## src/rtl/computer_pkg.sv

```systemverilog
// Shared constants for the accumulator machine: opcodes, ALU codes,
// datapath select encodings and the control FSM state type.
package computer_pkg;

    localparam logic [3:0] OP_HALT  = 4'h0;
    localparam logic [3:0] OP_LOAD  = 4'h1;
    localparam logic [3:0] OP_STORE = 4'h2;
    localparam logic [3:0] OP_ADD   = 4'h3;
    localparam logic [3:0] OP_SUB   = 4'h4;
    localparam logic [3:0] OP_AND   = 4'h5;
    localparam logic [3:0] OP_OR    = 4'h6;
    localparam logic [3:0] OP_XOR   = 4'h7;
    localparam logic [3:0] OP_JUMP  = 4'h8;
    localparam logic [3:0] OP_SKIPZ = 4'h9;
    localparam logic [3:0] OP_SHL   = 4'hA;

    localparam logic [3:0] ALU_ADD = 4'b0000;
    localparam logic [3:0] ALU_SUB = 4'b0001;
    localparam logic [3:0] ALU_AND = 4'b1000;
    localparam logic [3:0] ALU_OR  = 4'b1001;
    localparam logic [3:0] ALU_XOR = 4'b1010;
    localparam logic [3:0] ALU_SHL = 4'b0100;

    localparam logic PC_SEL_INC  = 1'b0;
    localparam logic PC_SEL_IR   = 1'b1;
    localparam logic MAR_SEL_PC  = 1'b0;
    localparam logic MAR_SEL_IR  = 1'b1;
    localparam logic MBR_SEL_MEM = 1'b0;
    localparam logic MBR_SEL_ACC = 1'b1;
    localparam logic ACC_SEL_MBR = 1'b0;
    localparam logic ACC_SEL_ALU = 1'b1;

    typedef enum logic [3:0] {
        S_IDLE,
        S_F1,
        S_F2,
        S_F3,
        S_D,
        S_E1,
        S_E2,
        S_E3,
        S_E4,
        S_HALT
    } state_t;

endpackage

```

## src/rtl/cu_decoder.sv

```systemverilog
// Combinational opcode classifier; mem_rd covers LOAD and the
// memory-operand ALU ops, alu only the ALU subset.
module cu_decoder
    import computer_pkg::*;
(
    input  logic [3:0] opcode_i,
    output logic       mem_rd_o,
    output logic       store_o,
    output logic       alu_o,
    output logic       jump_o,
    output logic       skipz_o,
    output logic       shl_o,
    output logic       halt_o,
    output logic       nop_o,
    output logic [3:0] alu_op_o
);

    always_comb begin
        mem_rd_o = 1'b0;
        store_o  = 1'b0;
        alu_o    = 1'b0;
        jump_o   = 1'b0;
        skipz_o  = 1'b0;
        shl_o    = 1'b0;
        halt_o   = 1'b0;
        nop_o    = 1'b0;
        alu_op_o = ALU_ADD;
        unique case (opcode_i)
            OP_HALT:  halt_o = 1'b1;
            OP_LOAD:  mem_rd_o = 1'b1;
            OP_STORE: store_o = 1'b1;
            OP_ADD: begin
                mem_rd_o = 1'b1;
                alu_o    = 1'b1;
                alu_op_o = ALU_ADD;
            end
            OP_SUB: begin
                mem_rd_o = 1'b1;
                alu_o    = 1'b1;
                alu_op_o = ALU_SUB;
            end
            OP_AND: begin
                mem_rd_o = 1'b1;
                alu_o    = 1'b1;
                alu_op_o = ALU_AND;
            end
            OP_OR: begin
                mem_rd_o = 1'b1;
                alu_o    = 1'b1;
                alu_op_o = ALU_OR;
            end
            OP_XOR: begin
                mem_rd_o = 1'b1;
                alu_o    = 1'b1;
                alu_op_o = ALU_XOR;
            end
            OP_JUMP:  jump_o = 1'b1;
            OP_SKIPZ: skipz_o = 1'b1;
            OP_SHL: begin
                shl_o    = 1'b1;
                alu_op_o = ALU_SHL;
            end
            default:  nop_o = 1'b1;
        endcase
    end

endmodule

```

## src/rtl/control_unit.sv

```systemverilog
// Multi-cycle Moore control FSM for the accumulator machine.
// Define CU_INSTR_COUNT_EN to add the instr_count retired-instruction output.
module control_unit
    import computer_pkg::*;
#(
    parameter int AUTO_RUN = 0
) (
    input  logic       clk,
    input  logic       reset,
    input  logic       run,
    input  logic [3:0] ir_opcode,
    input  logic       acc_zero,
    output logic       pc_write,
    output logic       mar_write,
    output logic       mbr_write,
    output logic       ir_write,
    output logic       acc_write,
    output logic       mem_write,
    output logic       pc_sel,
    output logic       mar_sel,
    output logic       mbr_sel,
    output logic       acc_sel,
    output logic [3:0] alu_op,
    output logic       halted,
    output logic       busy
`ifdef CU_INSTR_COUNT_EN
    ,
    output logic [15:0] instr_count
`endif
);

    localparam logic AUTO = (AUTO_RUN != 0);

    state_t     state_q, state_d;
    logic       mem_rd, store, alu, jump, skipz, shl, halt, nop;
    logic [3:0] dec_alu;
    logic       go, instr_end, halt_enter;

    cu_decoder u_dec (
        .opcode_i (ir_opcode),
        .mem_rd_o (mem_rd),
        .store_o  (store),
        .alu_o    (alu),
        .jump_o   (jump),
        .skipz_o  (skipz),
        .shl_o    (shl),
        .halt_o   (halt),
        .nop_o    (nop),
        .alu_op_o (dec_alu)
    );

    assign go = run | AUTO;
    assign halt_enter = (state_q == S_E1) & halt;
    assign instr_end = ((state_q == S_E1) & (jump | skipz | shl | nop))
                     | ((state_q == S_E3) & store)
                     | (state_q == S_E4);

    always_comb begin
        state_d = state_q;
        unique case (state_q)
            S_IDLE: state_d = go ? S_F1 : S_IDLE;
            S_F1:   state_d = S_F2;
            S_F2:   state_d = S_F3;
            S_F3:   state_d = S_D;
            S_D:    state_d = S_E1;
            S_E1: begin
                if (halt)
                    state_d = S_HALT;
                else if (mem_rd | store)
                    state_d = S_E2;
                else
                    state_d = go ? S_F1 : S_IDLE;
            end
            S_E2:   state_d = S_E3;
            S_E3: begin
                if (store)
                    state_d = go ? S_F1 : S_IDLE;
                else
                    state_d = S_E4;
            end
            S_E4:   state_d = go ? S_F1 : S_IDLE;
            S_HALT: state_d = S_HALT;
            default: state_d = S_IDLE;
        endcase
    end

    always_ff @(posedge clk or posedge reset) begin
        if (reset)
            state_q <= S_IDLE;
        else
            state_q <= state_d;
    end

    always_comb begin
        pc_write  = 1'b0;
        mar_write = 1'b0;
        mbr_write = 1'b0;
        ir_write  = 1'b0;
        acc_write = 1'b0;
        mem_write = 1'b0;
        pc_sel    = PC_SEL_INC;
        mar_sel   = MAR_SEL_PC;
        mbr_sel   = MBR_SEL_MEM;
        acc_sel   = ACC_SEL_MBR;
        alu_op    = ALU_ADD;
        unique case (state_q)
            S_F1: mar_write = 1'b1;
            S_F2: pc_write = 1'b1;
            S_F3: mbr_write = 1'b1;
            S_D:  ir_write = 1'b1;
            S_E1: begin
                if (mem_rd | store) begin
                    mar_sel   = MAR_SEL_IR;
                    mar_write = 1'b1;
                end
                if (jump) begin
                    pc_sel   = PC_SEL_IR;
                    pc_write = 1'b1;
                end
                if (skipz)
                    pc_write = acc_zero;
                if (shl) begin
                    acc_sel   = ACC_SEL_ALU;
                    acc_write = 1'b1;
                    alu_op    = dec_alu;
                end
            end
            S_E2: begin
                if (store) begin
                    mbr_sel   = MBR_SEL_ACC;
                    mbr_write = 1'b1;
                end
            end
            S_E3: begin
                if (store)
                    mem_write = 1'b1;
                else if (mem_rd)
                    mbr_write = 1'b1;
            end
            S_E4: begin
                acc_write = 1'b1;
                if (alu) begin
                    acc_sel = ACC_SEL_ALU;
                    alu_op  = dec_alu;
                end
            end
            default: ;
        endcase
    end

    assign halted = (state_q == S_HALT);
    assign busy   = (state_q != S_IDLE) & (state_q != S_HALT);

`ifdef CU_INSTR_COUNT_EN
    logic [15:0] cnt_q, cnt_d;

    assign cnt_d = cnt_q + 16'(instr_end | halt_enter);

    always_ff @(posedge clk or posedge reset) begin
        if (reset)
            cnt_q <= '0;
        else
            cnt_q <= cnt_d;
    end

    assign instr_count = cnt_q;
`endif

endmodule
```

## config.mk

```make
export PLATFORM = sky130hd
export DESIGN_NAME = control_unit
export DESIGN_NICKNAME = d
export VERILOG_FILES = /design/src/rtl/computer_pkg.sv /design/src/rtl/cu_decoder.sv /design/src/rtl/control_unit.sv
export SDC_FILE = /design/constraint.sdc
export NUM_CORES = 1
export LEC_CHECK = 0
export CORE_AREA = 10 10 47 49
export DETAILED_ROUTE_END_ITERATION = 8
export DIE_AREA = 0 0 57 59
export DONT_BUFFER_PORTS = 1
export MAX_ROUTING_LAYER = met4
export SLEW_MARGIN = 20
export SYNTH_ARGS = -nofsm -noshare
export SYNTH_HDL_FRONTEND = slang
export SYNTH_SLANG_ARGS = --single-unit
```

## constraint.sdc

```tcl
create_clock -name clk -period 5.1 [get_ports clk]
set_clock_uncertainty 0.2 [all_clocks]
set_input_delay 1.53 -clock clk [delete_from_list [all_inputs] [get_ports clk]]
set_output_delay 1.53 -clock clk [all_outputs]
set_load 0.01 [all_outputs]
```

Word level (Yosys, flattened, before mapping) --
Cells that the tools add are included.
Storage, ports and cells: register bits 4, input bits 8, output and inout bits 16, word-level logic and storage cells 63
Cells by class: equality and inequality tests 20, mux-type cells 34, bitwise gates (word level) 2, reductions and logical operators 6
Operator list (number):
- case mux 4 bit (9 select lines) | 1
- == test 4 x 3 -> 1 bit, second input constant | 8
- two-way mux 1 bit | 21
- == test 4 bit, second input constant | 5
- case mux 4 bit (5 select lines) | 1
- == test 4 x 2 -> 1 bit, second input constant | 4
- two-way mux 4 bit | 4
- == test 4 x 1 -> 1 bit, second input constant | 2
- logical NOT 4 bit | 2
- case mux 1 bit (2 select lines) | 4
- case mux 4 bit (2 select lines) | 1
- OR reduction 6 bit | 1
- OR reduction 5 bit | 1
- != test 4 bit, second input constant | 1
- nonzero test 4 bit | 1
- two-way mux 3 bit | 1
- case mux 1 bit (3 select lines) | 1
- OR reduction 2 bit | 1
- AND 1 bit | 1
- bitwise OR 1 bit | 1

Longest topological paths before layout --
word-level depth 7, mapped depth 5, mapped depth without buffers 4

Modules after synthesis --
A second synthesis with hierarchy kept.
Unflattened totals: cell total of the unflattened synthesis 82, area total of the unflattened synthesis 569.3 um^2
Modules (own cells, without submodules):
- control_unit | instances 1, cells an instance 62, area an instance 455.4 um^2, sequential area each 100.1 um^2
- cu_decoder | instances 1, cells an instance 20, area an instance 113.9 um^2, sequential area each 0.0 um^2

Worst setup path before layout --
OpenSTA, ideal clock, no wires.
path type input -> output, from input ir_opcode[0], to output mbr_write, data arrival time 2543 ps, data required time 3370 ps, slack 827 ps, cell stages on the path 5, buffers on the path 1, path through clkbuf_2 > nand2b_1 > nor3_1 > a31oi_1 > nor3b_1
On the way: word-level cells in the longest chain between the ends 6, elaborated cells between the ends (all ways) 14, those cells by class 7 x eq/ne; 6 x mux; 1 x reduce/logical
RTL lines:
- start, declared | line control_unit.sv:11 | input logic [3:0] ir_opcode,
- == test 4 x 1 -> 1 bit (tied with other cells)
- OR reduction 6 bit (no line)
- two-way mux 1 bit | line cu_decoder.sv:28 | unique case (opcode_i)
- two-way mux 1 bit | line control_unit.sv:137 | else if (mem_rd)
- two-way mux 1 bit | line control_unit.sv:135 | if (store)
- case mux 1 bit (3 select lines) * | line control_unit.sv:106 | unique case (state_q)
- end, declared | line control_unit.sv:15 | output logic mbr_write,
Every way passes the cells marked *; elsewhere a longest branch is shown, timed or not.

Worst setup path in the final report --
Same ends and word-level chain as after synthesis.

==> impl_metrics.yaml <==
die:
  die-area_mm2: 0.00336
  ios: 24
  die_w_um: 57
  core_mm2: 0.00140
  num_rows: 14
  die_height_um: 59
  initial_core_util_pct: 32.9
critical_path:
  r2r_start: "state_q[2]"
  cp-start-kind: "input pin"
  reg2reg_depth: 4
  crit_type: "in2out"
  critical_path_peak_fanout: 8
  cp.arrival_ns: 2.55
  rrSetupSlack_ns: 3.36
  cp-startpoint: "ir_opcode[0]"
  critPathCapture: "mbr_write"
  rr_endpoint: "state_q[0]"
  endpoint_kind: "output port"
  worstPathRequired_ns: 3.37
detailed_routing:
  drt_iter0_drc: 24
  via_count: 478
  routed-wl-met2_um: 678
  vias_per_cell: 6.05
  wl_met1_um: 563
  met3_length_um: 33
  firstDrtPassIters: 4
  drt.antenna.violating_nets: 0
  top_layer: "met4"
  drc_errors: 0
  drt-total-wl_um: 1290
  routedWlPerCell_um: 16.4
cells_and_area:
  drive_gt1_share_pct: 11.1
  n_antenna_cell: 0
  regMostFlops: "state_q"
  reg.largest.list: "state_q x4"
  area_delta_synth_final_pct: 2.99
  largest_register_ff_count: 4
  final_nets: 73
  fin_cells: 79
timing:
  setup_tns_ns: 0
  worst_slack_ns: 0.816
  fin_crit_sh_pct: 84.0
  rsz0062_at_grt: "no"
  fmax_mhz: 233
  whs_ns: 0.475
  hold_viol: 0
  report.final.setup_viol: 0
  worstMarginPinSlew_ns: 0.545
  min_period_ns: 4.28
  relSlewSlack_pct: 63.4
  drv_slew: 0
grt:
  antenna_found_initial: 0
  overflow: 0
  grt_use_total_pct: 8.04
  grt_pass1_vias: 452
  grt_pass1_wl_um: 2150
  grt_max_degree: 14
place:
  dp.cells: 76
  gp_congestion: 0.844
  place_ws_ns: 0.799
  port_buffers: 0
  dp_hpwl_um: 998
cts:
  clock_latency_ns: 0.23
  clkSlewWorstSetupHoldPaths_ns: 0.04
  cts_buffers: 3
  cts_resized: 0
  cts_sinks: 4
  postCtsHoldBufs: 0
  htreeDepth: 1
  cts_max_path_buffers: 2
  cts_root_buffer: "clkbuf_4"
  cts_tree: "built"
  cts_setup_buffers: 0
yosys:
  synth-xor-area-share_pct: 1.90
  synthesis.nets: 73
  synth-adder-area-share_pct: 0
  synthDistinctLibCells: 31
  synth-compound-area-share_pct: 25.8
  ys_seq_elements: 4
  yosysWarnings: 0
  synth_area_um2: 460
  synth_top_family_by_area: "simple AND/OR/NAND/NOR gates"
  synth-simple-area-share_pct: 39.4
  avgSynthCellArea_um2: 7.08
  yosysSeqAreaShare_pct: 21.7
  synthMuxAreaShare_pct: 0
  syn-instance-count: 65
power_and_ir_drop:
  peakVddDrop_mv: 0.336
  p_leak_nw: 0.194
  p_per_area_mw_per_mm2: 540
run:
  drv_cap: 0
min_path:
  min_path_type: "reg2reg"
run_status:
  outcome: "completed"
==> cells in the mapped netlist, drive strengths merged <==
library cell  count  area [µm²]
or2               2        15.0
nor3b             1        7.51
nor4              1        6.26
a31oi             1        6.26
o32ai             2        17.5
xor2              1        8.76
o311a             1        10.0
or4b              2        23.8
a21o              1        7.51
nand3             1        5.00
nor2              8        30.0
dfrtp             4         100
nor4b             1        8.76
o21ai             2        10.0
a32oi             1        8.76
o311ai            1        8.76
clkbuf            3        12.5
a211oi            2        15.0
a21oi             4        20.0
inv               6        22.5
nand2             6        22.5
or3               1        6.26
nor3              6        30.0
nand2b            3        26.3
buf               2        16.3
o21bai            2        15.0
==> where the power goes <==
part           internal (W)  switching [W]
sequential        0.0000469      0.0000478
clock             0.0000263      0.0000124
combinational     0.0000506      0.0000719
==> critical path, stage by stage <==
cell      delay [ns]
nand2b_1        0.13
nor3_1          0.37
a31oi_1         0.14
nor3b_1         0.37
==> cell type report <==
cell class,count,area (µm²)
Fill cell,150,927
Multi-Input combinational cell,50,309
Sequential cell,4,100
Clock buffer,3,22.5
Inverter,6,22.5
Tap cell,16,20.0
==> metrics by stage <==
stage	instance area, µm²	utilization (%)	power, W
final	474	33.8	0.000256
after global routing	474	33.8	0.000285
after CTS	474	33.8	0.000259
after detailed placement	452	32.2	0.000219
after global placement	452	32.2	0.000220
after floorplan	460	-	0.000202
==> worst min-delay path by stage <==
stage                     startpoint          to  slack [ns]  depth (start not counted)
after floorplan           state_q[1]  state_q[3]        0.38                          2
after global placement    state_q[3]  state_q[2]        0.46                          1
after detailed placement  state_q[3]  state_q[2]        0.47                          1
after CTS                 state_q[3]  state_q[2]        0.47                          1
after global routing      state_q[3]  state_q[2]        0.52                          1
final                     state_q[3]  state_q[2]        0.47                          1
==> placed cells by master (no fill, tap or decap), drive strengths merged, types with 2 or more instances in the layout <==
cell type and count:
clkbuf 3, dfrtp 4, o21bai 2, nand2 6, a21oi 4, inv 6, o21ai 2, nand2b 3
or4b 2, o32ai 2, nor2 8, or2 2, nor3 6, a211oi 2
==> kinds of logic (layout without fill, tap and decap cells) <==
logic type,Yosys count,after routing
simple gates,32,32
compound gates,17,17
buf+inv,11,9
flops,4,4
xor+xnor,1,1
==> layer usage <==
metal | vias up | global-route usage [%]
met5 | - | -
met4 | 0 | 5.03
met2 | 15 | 12.1
li1 | 232 | -
met1 | 229 | 9.13
met3 | 2 | 2.36
(Power assumes the default switching activity.)
